--- config.mk ---
export PLATFORM = sky130hd
export DESIGN_NAME = mod_add_serial_flat
export DESIGN_NICKNAME = d
export VERILOG_FILES = /design/src/rtl/mod_arith_pkg.sv /design/src/rtl/mod_add_serial_if.sv /design/src/rtl/limb_addsub.sv /design/src/rtl/mod_add_serial.sv /design/src/flat_wrapper.sv
export SDC_FILE = /design/constraint.sdc
export NUM_CORES = 2
export LEC_CHECK = 0
export BUFFER_PORTS_ARGS = -buffer_cell sky130_fd_sc_hd__buf_4
export CAP_MARGIN = 5
export CORE_MARGIN = 1
export CORE_UTILIZATION = 44
export DETAILED_ROUTE_END_ITERATION = 12
export GPL_ROUTABILITY_DRIVEN = 0
export PLACE_DENSITY = 0.72
export SLEW_MARGIN = 20
export SYNTH_ARGS = -nofsm -noshare
export SYNTH_HDL_FRONTEND = slang
export SYNTH_SLANG_ARGS = --single-unit
--- constraint.sdc ---
create_clock -name clk -period 123.3 [get_ports clk]
set_clock_uncertainty 0.15 [all_clocks]
set_input_delay 6.165 -clock clk [delete_from_list [all_inputs] [get_ports clk]]
set_output_delay 6.165 -clock clk [all_outputs]
set_load 0.03 [all_outputs]
--- src/rtl/mod_arith_pkg.sv ---
// Shared constants and types for the limb-serial 256-bit modular adder/subtractor.
package mod_arith_pkg;

    localparam int LIMB_W    = 64;
    localparam int NUM_LIMBS = 4;
    localparam int WIDTH     = LIMB_W * NUM_LIMBS;
    localparam int CNT_W     = 3;

    // Counter value at which all limbs are done and the result is selected.
    localparam logic [CNT_W-1:0] LAST_CNT = CNT_W'(NUM_LIMBS);

    typedef enum logic [1:0] {
        IDLE,
        CALC,
        DONE
    } state_t;

    // SM2 prime, used as the reference modulus by the benches.
    localparam logic [WIDTH-1:0] SM2_P =
        256'hFFFFFFFE_FFFFFFFF_FFFFFFFF_FFFFFFFF_FFFFFFFF_00000000_FFFFFFFF_FFFFFFFF;

endpackage

--- src/rtl/mod_add_serial_if.sv ---
// Operand/result handshake bundle for mod_add_serial; op exists only with MOD_ADD_SUB_EN.
interface mod_add_serial_if;
    import mod_arith_pkg::*;

    logic             in_valid;
    logic             in_ready;
    logic [WIDTH-1:0] a;
    logic [WIDTH-1:0] b;
    logic [WIDTH-1:0] p;
`ifdef MOD_ADD_SUB_EN
    logic             op;
`endif
    logic             out_valid;
    logic             out_ready;
    logic [WIDTH-1:0] res;

    modport master (
        output in_valid, a, b, p,
`ifdef MOD_ADD_SUB_EN
        output op,
`endif
        output out_ready,
        input  in_ready, out_valid, res
    );

    modport slave (
        input  in_valid, a, b, p,
`ifdef MOD_ADD_SUB_EN
        input  op,
`endif
        input  out_ready,
        output in_ready, out_valid, res
    );

endinterface

--- src/rtl/limb_addsub.sv ---
// One 64-bit limb of add-with-carry (sub = 0) or subtract-with-borrow (sub = 1).
module limb_addsub
    import mod_arith_pkg::*;
(
    input  logic [LIMB_W-1:0] x,
    input  logic [LIMB_W-1:0] y,
    input  logic              cin,
    input  logic              sub,
    output logic [LIMB_W-1:0] r,
    output logic              cout
);

    logic [LIMB_W:0] sum;

    // In subtract mode the extra top bit becomes set exactly when the result went negative.
    always_comb begin
        if (sub) begin
            sum = {1'b0, x} - {1'b0, y} - {{LIMB_W{1'b0}}, cin};
        end else begin
            sum = {1'b0, x} + {1'b0, y} + {{LIMB_W{1'b0}}, cin};
        end
    end

    assign r    = sum[LIMB_W-1:0];
    assign cout = sum[LIMB_W];

endmodule

--- src/rtl/mod_add_serial.sv ---
// Limb-serial 256-bit (a + b) mod p; with MOD_ADD_SUB_EN defined, op = 1 selects (a - b) mod p.
module mod_add_serial
    import mod_arith_pkg::*;
(
    input  logic            clk,
    input  logic            rst,
    mod_add_serial_if.slave bus
);

    state_t             state_reg, state_next;
    logic [CNT_W-1:0]   cnt_reg;
    logic [WIDTH-1:0]   a_reg, b_reg, p_reg;
    logic [WIDTH-1:0]   r1_reg, r2_reg, res_reg;
    logic               c_reg, w_reg, op_reg;
    logic               op_in;
    logic [LIMB_W-1:0]  r1, r2;
    logic               co1, co2, cin1, cin2;
    logic               use_stage2;

`ifdef MOD_ADD_SUB_EN
    assign op_in = bus.op;
`else
    assign op_in = 1'b0;
`endif

    // Add: stage1 = s (carry c), stage2 = d (borrow w). Subtract swaps the roles.
    assign cin1 = op_reg ? w_reg : c_reg;
    assign cin2 = op_reg ? c_reg : w_reg;

    limb_addsub u_stage1 (
        .x    (a_reg[LIMB_W-1:0]),
        .y    (b_reg[LIMB_W-1:0]),
        .cin  (cin1),
        .sub  (op_reg),
        .r    (r1),
        .cout (co1)
    );

    limb_addsub u_stage2 (
        .x    (r1),
        .y    (p_reg[LIMB_W-1:0]),
        .cin  (cin2),
        .sub  (~op_reg),
        .r    (r2),
        .cout (co2)
    );

    assign use_stage2 = op_reg ? w_reg : (c_reg | ~w_reg);

    always_ff @(posedge clk or posedge rst) begin
        if (rst) begin
            state_reg <= IDLE;
        end else begin
            state_reg <= state_next;
        end
    end

    always_comb begin
        state_next = state_reg;
        case (state_reg)
            IDLE:    if (bus.in_valid)       state_next = CALC;
            CALC:    if (cnt_reg == LAST_CNT) state_next = DONE;
            DONE:    if (bus.out_ready)      state_next = IDLE;
            default: state_next = IDLE;
        endcase
    end

    always_ff @(posedge clk or posedge rst) begin
        if (rst) begin
            cnt_reg <= '0;
            a_reg   <= '0;
            b_reg   <= '0;
            p_reg   <= '0;
            r1_reg  <= '0;
            r2_reg  <= '0;
            res_reg <= '0;
            c_reg   <= 1'b0;
            w_reg   <= 1'b0;
            op_reg  <= 1'b0;
        end else begin
            case (state_reg)
                IDLE: begin
                    if (bus.in_valid) begin
                        a_reg   <= bus.a;
                        b_reg   <= bus.b;
                        p_reg   <= bus.p;
                        op_reg  <= op_in;
                        cnt_reg <= '0;
                        c_reg   <= 1'b0;
                        w_reg   <= 1'b0;
                    end
                end
                CALC: begin
                    if (cnt_reg != LAST_CNT) begin
                        // Operands shift down one limb; results fill in from the top.
                        a_reg   <= {{LIMB_W{1'b0}}, a_reg[WIDTH-1:LIMB_W]};
                        b_reg   <= {{LIMB_W{1'b0}}, b_reg[WIDTH-1:LIMB_W]};
                        p_reg   <= {{LIMB_W{1'b0}}, p_reg[WIDTH-1:LIMB_W]};
                        r1_reg  <= {r1, r1_reg[WIDTH-1:LIMB_W]};
                        r2_reg  <= {r2, r2_reg[WIDTH-1:LIMB_W]};
                        c_reg   <= op_reg ? co2 : co1;
                        w_reg   <= op_reg ? co1 : co2;
                        cnt_reg <= cnt_reg + 1'b1;
                    end else begin
                        res_reg <= use_stage2 ? r2_reg : r1_reg;
                    end
                end
                default: ;
            endcase
        end
    end

    assign bus.in_ready  = (state_reg == IDLE);
    assign bus.out_valid = (state_reg == DONE);
    assign bus.res       = res_reg;

endmodule

--- src/flat_wrapper.sv ---
// flat-port wrapper written by rule: the top's interface ports become plain ports
module mod_add_serial_flat import mod_arith_pkg::*;
  (clk, rst, bus_in_valid, bus_a, bus_b, bus_p, bus_out_ready, bus_in_ready, bus_out_valid, bus_res);
  mod_add_serial_if bus_i ();
  input  logic clk;
  input  logic rst;
  input wire logic [$bits(bus_i.in_valid)-1:0] bus_in_valid;
  input wire logic [$bits(bus_i.a)-1:0] bus_a;
  input wire logic [$bits(bus_i.b)-1:0] bus_b;
  input wire logic [$bits(bus_i.p)-1:0] bus_p;
  input wire logic [$bits(bus_i.out_ready)-1:0] bus_out_ready;
  output wire logic [$bits(bus_i.in_ready)-1:0] bus_in_ready;
  output wire logic [$bits(bus_i.out_valid)-1:0] bus_out_valid;
  output wire logic [$bits(bus_i.res)-1:0] bus_res;
  assign bus_i.in_valid = bus_in_valid;
  assign bus_i.a = bus_a;
  assign bus_i.b = bus_b;
  assign bus_i.p = bus_p;
  assign bus_i.out_ready = bus_out_ready;
  assign bus_in_ready = bus_i.in_ready;
  assign bus_out_valid = bus_i.out_valid;
  assign bus_res = bus_i.res;
  mod_add_serial u_core (.clk(clk), .rst(rst), .bus(bus_i));
endmodule
; ---- Word-level counts from Yosys, hierarchy flattened
; Cells that the tools add are included.
; W data, S select, Z words.
[word_totals]
ff_bits = 1543
latch_bits = 0
mem_bits_rw = 0
romBits = 0
inputBits = 772
out_inout_bits = 258
elab_cells = 54
mem_count = 0
[classes]
addsub = 5
multipliers = 0
div_mod_pow = 0
order_cmp = 0
eq_ne = 8
shift = 0
mux = 22
n_bitwise = 3
n_reduce_logical = 6
[ops]
columns = operator, n
row1 = $mux W256, 7
row2 = $pmux W256 S2, 3
row3 = $add A64 B64 Y65, 1
row4 = $add A65 B1 Y65, 1
row5 = $sub A64 B64 Y65, 1
row6 = $sub A65 B1 Y65, 1
row7 = $mux W2, 3
row8 = $mux W3, 2
row9 = $pmux W2 S3, 1
row10 = $pmux W3 S2, 1
row11 = $reduce_and A3 Y1, 2
row12 = $ne A2 B1 Y1 const B, 2
row13 = $ne A2 B2 Y1 const B, 2
row14 = $pmux W1 S2, 2
row15 = $reduce_and A2 Y1, 2
row16 = $add A3 B1 Y3 const B, 1
row17 = $eq A3 B3 Y1 const B, 1
row18 = $mux W1, 3
row19 = $ne A3 B3 Y1 const B, 1
row20 = $eq A2 B1 Y1 const B, 1
row21 = $eq A2 B2 Y1 const B, 1
row22 = $logic_not A2 Y1, 1
row23 = $not A1 Y1, 2
row24 = $reduce_bool A2 Y1, 1
row25 = $or A1 B1 Y1, 1

; ---- Depth between registers and ports, before layout
[depth]
depth_word = 6
mapped_depth = 26
depth_no_buf = 25

; ---- Modules after synthesis
; A second synthesis with hierarchy kept.
[unflattened]
hier_cells = 7516
hier_area_um2 = 85563.3
[modules_own_cells]
columns = module, instances, cells_per_inst, area_per_inst_um2, seq_area_each_um2
row1 = mod_add_serial, 1, 4514, 66014.6, 38612.0
row2 = limb_addsub at u_core.u_stage1, 1, 1505, 9821.9, 0.0
row3 = limb_addsub at u_core.u_stage2, 1, 1497, 9726.8, 0.0

; ---- Worst setup path before layout
; OpenSTA, ideal clock, no wires.
[synth_timing]
kind = in2reg
start = in bus_in_valid
end = reg u_core.a_reg[100]
setup_ns = 0.082
arrival_time_ns = 7.715
t_required_ns = 123.068
path_slack_ns = 115.354
cell_stages = 9
n_path_buf = 4
path_cell_list = nor2_1 -> a311o_1 -> clkbuf_1 -> inv_1 -> clkbuf_1 -> clkbuf_1 -> clkbuf_1 -> nor2_1 -> a31oi_1
[synth_between]
elab_chain_len = 2
[synth_rtl]
columns = item, line_no
row1 = start: declaration, flat_wrapper.sv:7  ; input wire logic [$bits(bus_i.in_valid)-1:0] bus_in_valid;
row2 = $ne A2 B2 Y1 (no line), --
row3 = $reduce_and A3 Y1 (no line), --
row4 = end signal: assignment, mod_add_serial.sv:84  ; a_reg <= bus.a;
row5 = end signal: assignment, mod_add_serial.sv:96  ; a_reg <= {{LIMB_W{1'b0}}, a_reg[WIDTH-1:LIMB_W]};
row6 = end: declaration, mod_add_serial.sv:12  ; logic [WIDTH-1:0] a_reg, b_reg, p_reg;
; Every way passes these cells.
; A chain may end at the register's enable or synchronous reset.

; ---- Worst setup path after layout
[layout_timing]
start = in bus_in_valid
end = reg u_core.a_reg[173]
; The elaborated chain is that of the path after synthesis.

==> results.py <==
metrics = {
    "critical_path": {
        "critical_path_arrival_ps": 10760,
        "critPathMaxStageDelay_ps": 870,
        "worstPathMaxFanout": 261,
        "critPathSlowestCell": "buf_4",
        "crit_type": "in2reg",
        "worst_ep_required_time_ps": 123850,
        "crit_chain": "buf_4 -> nor2_1 -> a311o_2 -> buf_4 -> inv_8 -> buf_12 -> buf_6 -> buf_4 -> nor2_1 -> a31oi_1",
        "cpMostUsedCell": "buf_4",
        "crit_path_start_kind": "primary input",
        "critPathCaptureType": "flop",
    },
    "drt": {
        "wire_per_inst_um": 22.7,
        "routed_via_density": 5.57,
        "antenna_left": 0,
        "drt-pass1-iter-count": 6,
        "vias": 61900,
        "drcViolationCount": 0,
        "wl_um": 252000,
        "first_iter_violations": 6909,
    },
    "synth": {
        "synth_top_cells_by_area": "dfrtp_1 (54%), nand2_1 (15%), a31oi_1 (5.2%), mux2i_1 (3.6%), nor2_1 (3.4%)",
        "synth.cell_area_um2": 71500,
        "synth-seq-cells": 1543,
        "async_flop_share_pct": 100,
        "yosysTopAreaCell": "dfrtp_1",
        "synth_edf_count": 0,
        "yosys.area.top_type_share_pct": 54.0,
        "dominantRegCellSynth": "dfrtp_1",
        "synthCells": 8054,
        "postSynthAreaPerCell_um2": 8.88,
        "syn_nets": 9019,
        "yosysSeqAreaShare_pct": 54.0,
        "ys_warn_count": 0,
        "synth_cell_types": 77,
    },
    "sta": {
        "rsz0062_at_grt": "false",
        "final_max_slew_viol_count": 0,
        "period_needed_ps": 10200,
        "setup_viol": 0,
        "setup-tns-final_ps": 0,
        "relSlewSlack_pct": 24.1,
        "hold_viol_final": 0,
        "fmax_ghz": 0.0980,
        "finalCritPeriodShare_pct": 8.27,
        "worst_pin_slew_ps": 1130,
    },
    "job": {
        "cap_violations": 0,
    },
    "clock_network": {
        "clock_latency_ps": 800,
        "cts_resized": 0,
        "clock_path_buffers": 3,
        "cts_made_buffers": 162,
        "cts-htree-levels": 4,
        "cts_sinks": 1543,
        "cts_hold_buf": 0,
        "post-cts-setup-buffers": 0,
        "cts_root_buf": "clkbuf_16",
        "cts_tree": "built",
        "clk_pin_slew_worst_paths_ps": 60,
    },
    "die": {
        "dieArea_um2": 164000,
        "start_util_pct": 44.4,
        "ioPinCount": 1030,
        "dieWidth_um": 405,
        "core_area_um2": 161000,
        "core.rowCount": 147,
        "die_h_um": 405,
    },
    "global_routing": {
        "gr-usage-all-layers_pct": 30.2,
        "antenna_found_initial": 82,
        "grt_pass1_vias": 57800,
        "globalRouteOverflowTotal": 0,
        "grt_max_degree": 265,
        "grt_pass1_wl_um": 369000,
    },
    "placed_design": {
        "place_hpwl_um": 190000,
        "port_buffers": 1029,
    },
    "layout": {
        "area_delta_synth_final_pct": 20.5,
        "final_common_cell": "nand2_1",
        "final_cell_mix": "nand2_1 (2786), dfrtp_1 (1543), buf_4 (1084)",
        "fin_nets": 9733,
        "drive_gt1_share_pct": 15.5,
    },
    "status": {
        "status": "completed",
    },
    "worst_hold_path": {
        "min_path_type": "reg2reg",
    },
}
## cells in the mapped netlist (all sizes together), types with 4 or more instances
master	n
nand2	2788
dfrtp	1543
nor2	652
a31oi	594
clkbuf	528
o21ai	466
mux2i	256
a22o	194
ha	189
inv	171
a21oi	159
a21o	69
xnor2	69
xor2	51
nand4	47
nand3	28
o21bai	24
nand2b	23
nor3	23
buf	17
and3	15
o211ai	15
o21a	13
a211oi	10
nor2b	10
a21boi	8
and2	8
o31ai	7
a2111oi	5
nor4	5
o221ai	5
a211o	4
a31o	4
fa	4
o31a	4
## cell type report
cell class	count	area, um2
antenna	57	143
multi-input combinational	5795	30200
clock inverter	54	679
inverter	171	657
fill	14400	74800
tap	2160	2700
clock buffer	239	4730
timing repair buffer	1095	8370
sequential	1543	38600
## metrics by stage
step                      std cells  util [%]  hold WS [ps]  cell area (um2)  setup WS, ps
final                         11100      53.5           322            86100        113100
after global routing          11100      53.5           336            86100        112480
after CTS                     11100      53.4           325            85900        112580
after detailed placement      10800      50.0           311            80500        111720
after global placement        10800      50.0           306            80500        111870
after floorplan                8054         -           295            71500         73450
## critical path: cells and delay by family
kind	cells	cell delay, ps
buffers and inverters	6	3490
AO/OA/AOI/OAI	2	530
AND/OR/NAND/NOR	2	150
## layer usage
metal | wire [um] | track usage, % | up-vias
met5 | 186 | 0 | -
met4 | 14100 | 15.7 | 30
met3 | 19700 | 6.38 | 583
met2 | 113000 | 45.3 | 2777
met1 | 106000 | 41.1 | 30000
li1 | - | - | 28500
## kinds of logic (layout without fill, tap and decap cells)
| logic type | count (synthesis) | in the layout | synth area share (%) |
|---|---|---|---|
| simple gates | 3617 | 3617 | 19.6 |
| compound gates | 1608 | 1608 | 14.1 |
| flops | 1543 | 1543 | 54.0 |
| buf+inv | 716 | 1559 | 3.77 |
| mux | 257 | 257 | 3.60 |
| fa+ha+maj | 193 | 193 | 3.42 |
| xor+xnor | 120 | 120 | 1.47 |
| other cells | 0 | 57 | 0 |
## worst paths after layout
path / start / to / slack, ps / depth (start not counted)
min reg2reg: u_core.r1_reg[45]$_DFFE_PP0P_ / u_core.r1_reg[45]$_DFFE_PP0P_ / 320 / 2
max in group asynchronous: rst / u_core.r1_reg[24]$_DFFE_PP0P_ / 113270 / 7
max reg2reg: u_core.a_reg[0]$_DFFE_PP0P_ / u_core.r2_reg[254]$_DFFE_PP0P_ / 116010 / 23
max: bus_in_valid / u_core.a_reg[173]$_DFFE_PP0P_ / 113100 / 10
min: u_core.r1_reg[45]$_DFFE_PP0P_ / u_core.r1_reg[45]$_DFFE_PP0P_ / 320 / 2
min in group asynchronous: rst / u_core.b_reg[253]$_DFFE_PP0P_ / 5420 / 2
Power is left out: the tool's default activity adds up to more than one toggle a clock period on the data nets, which glitch-free logic cannot reach.
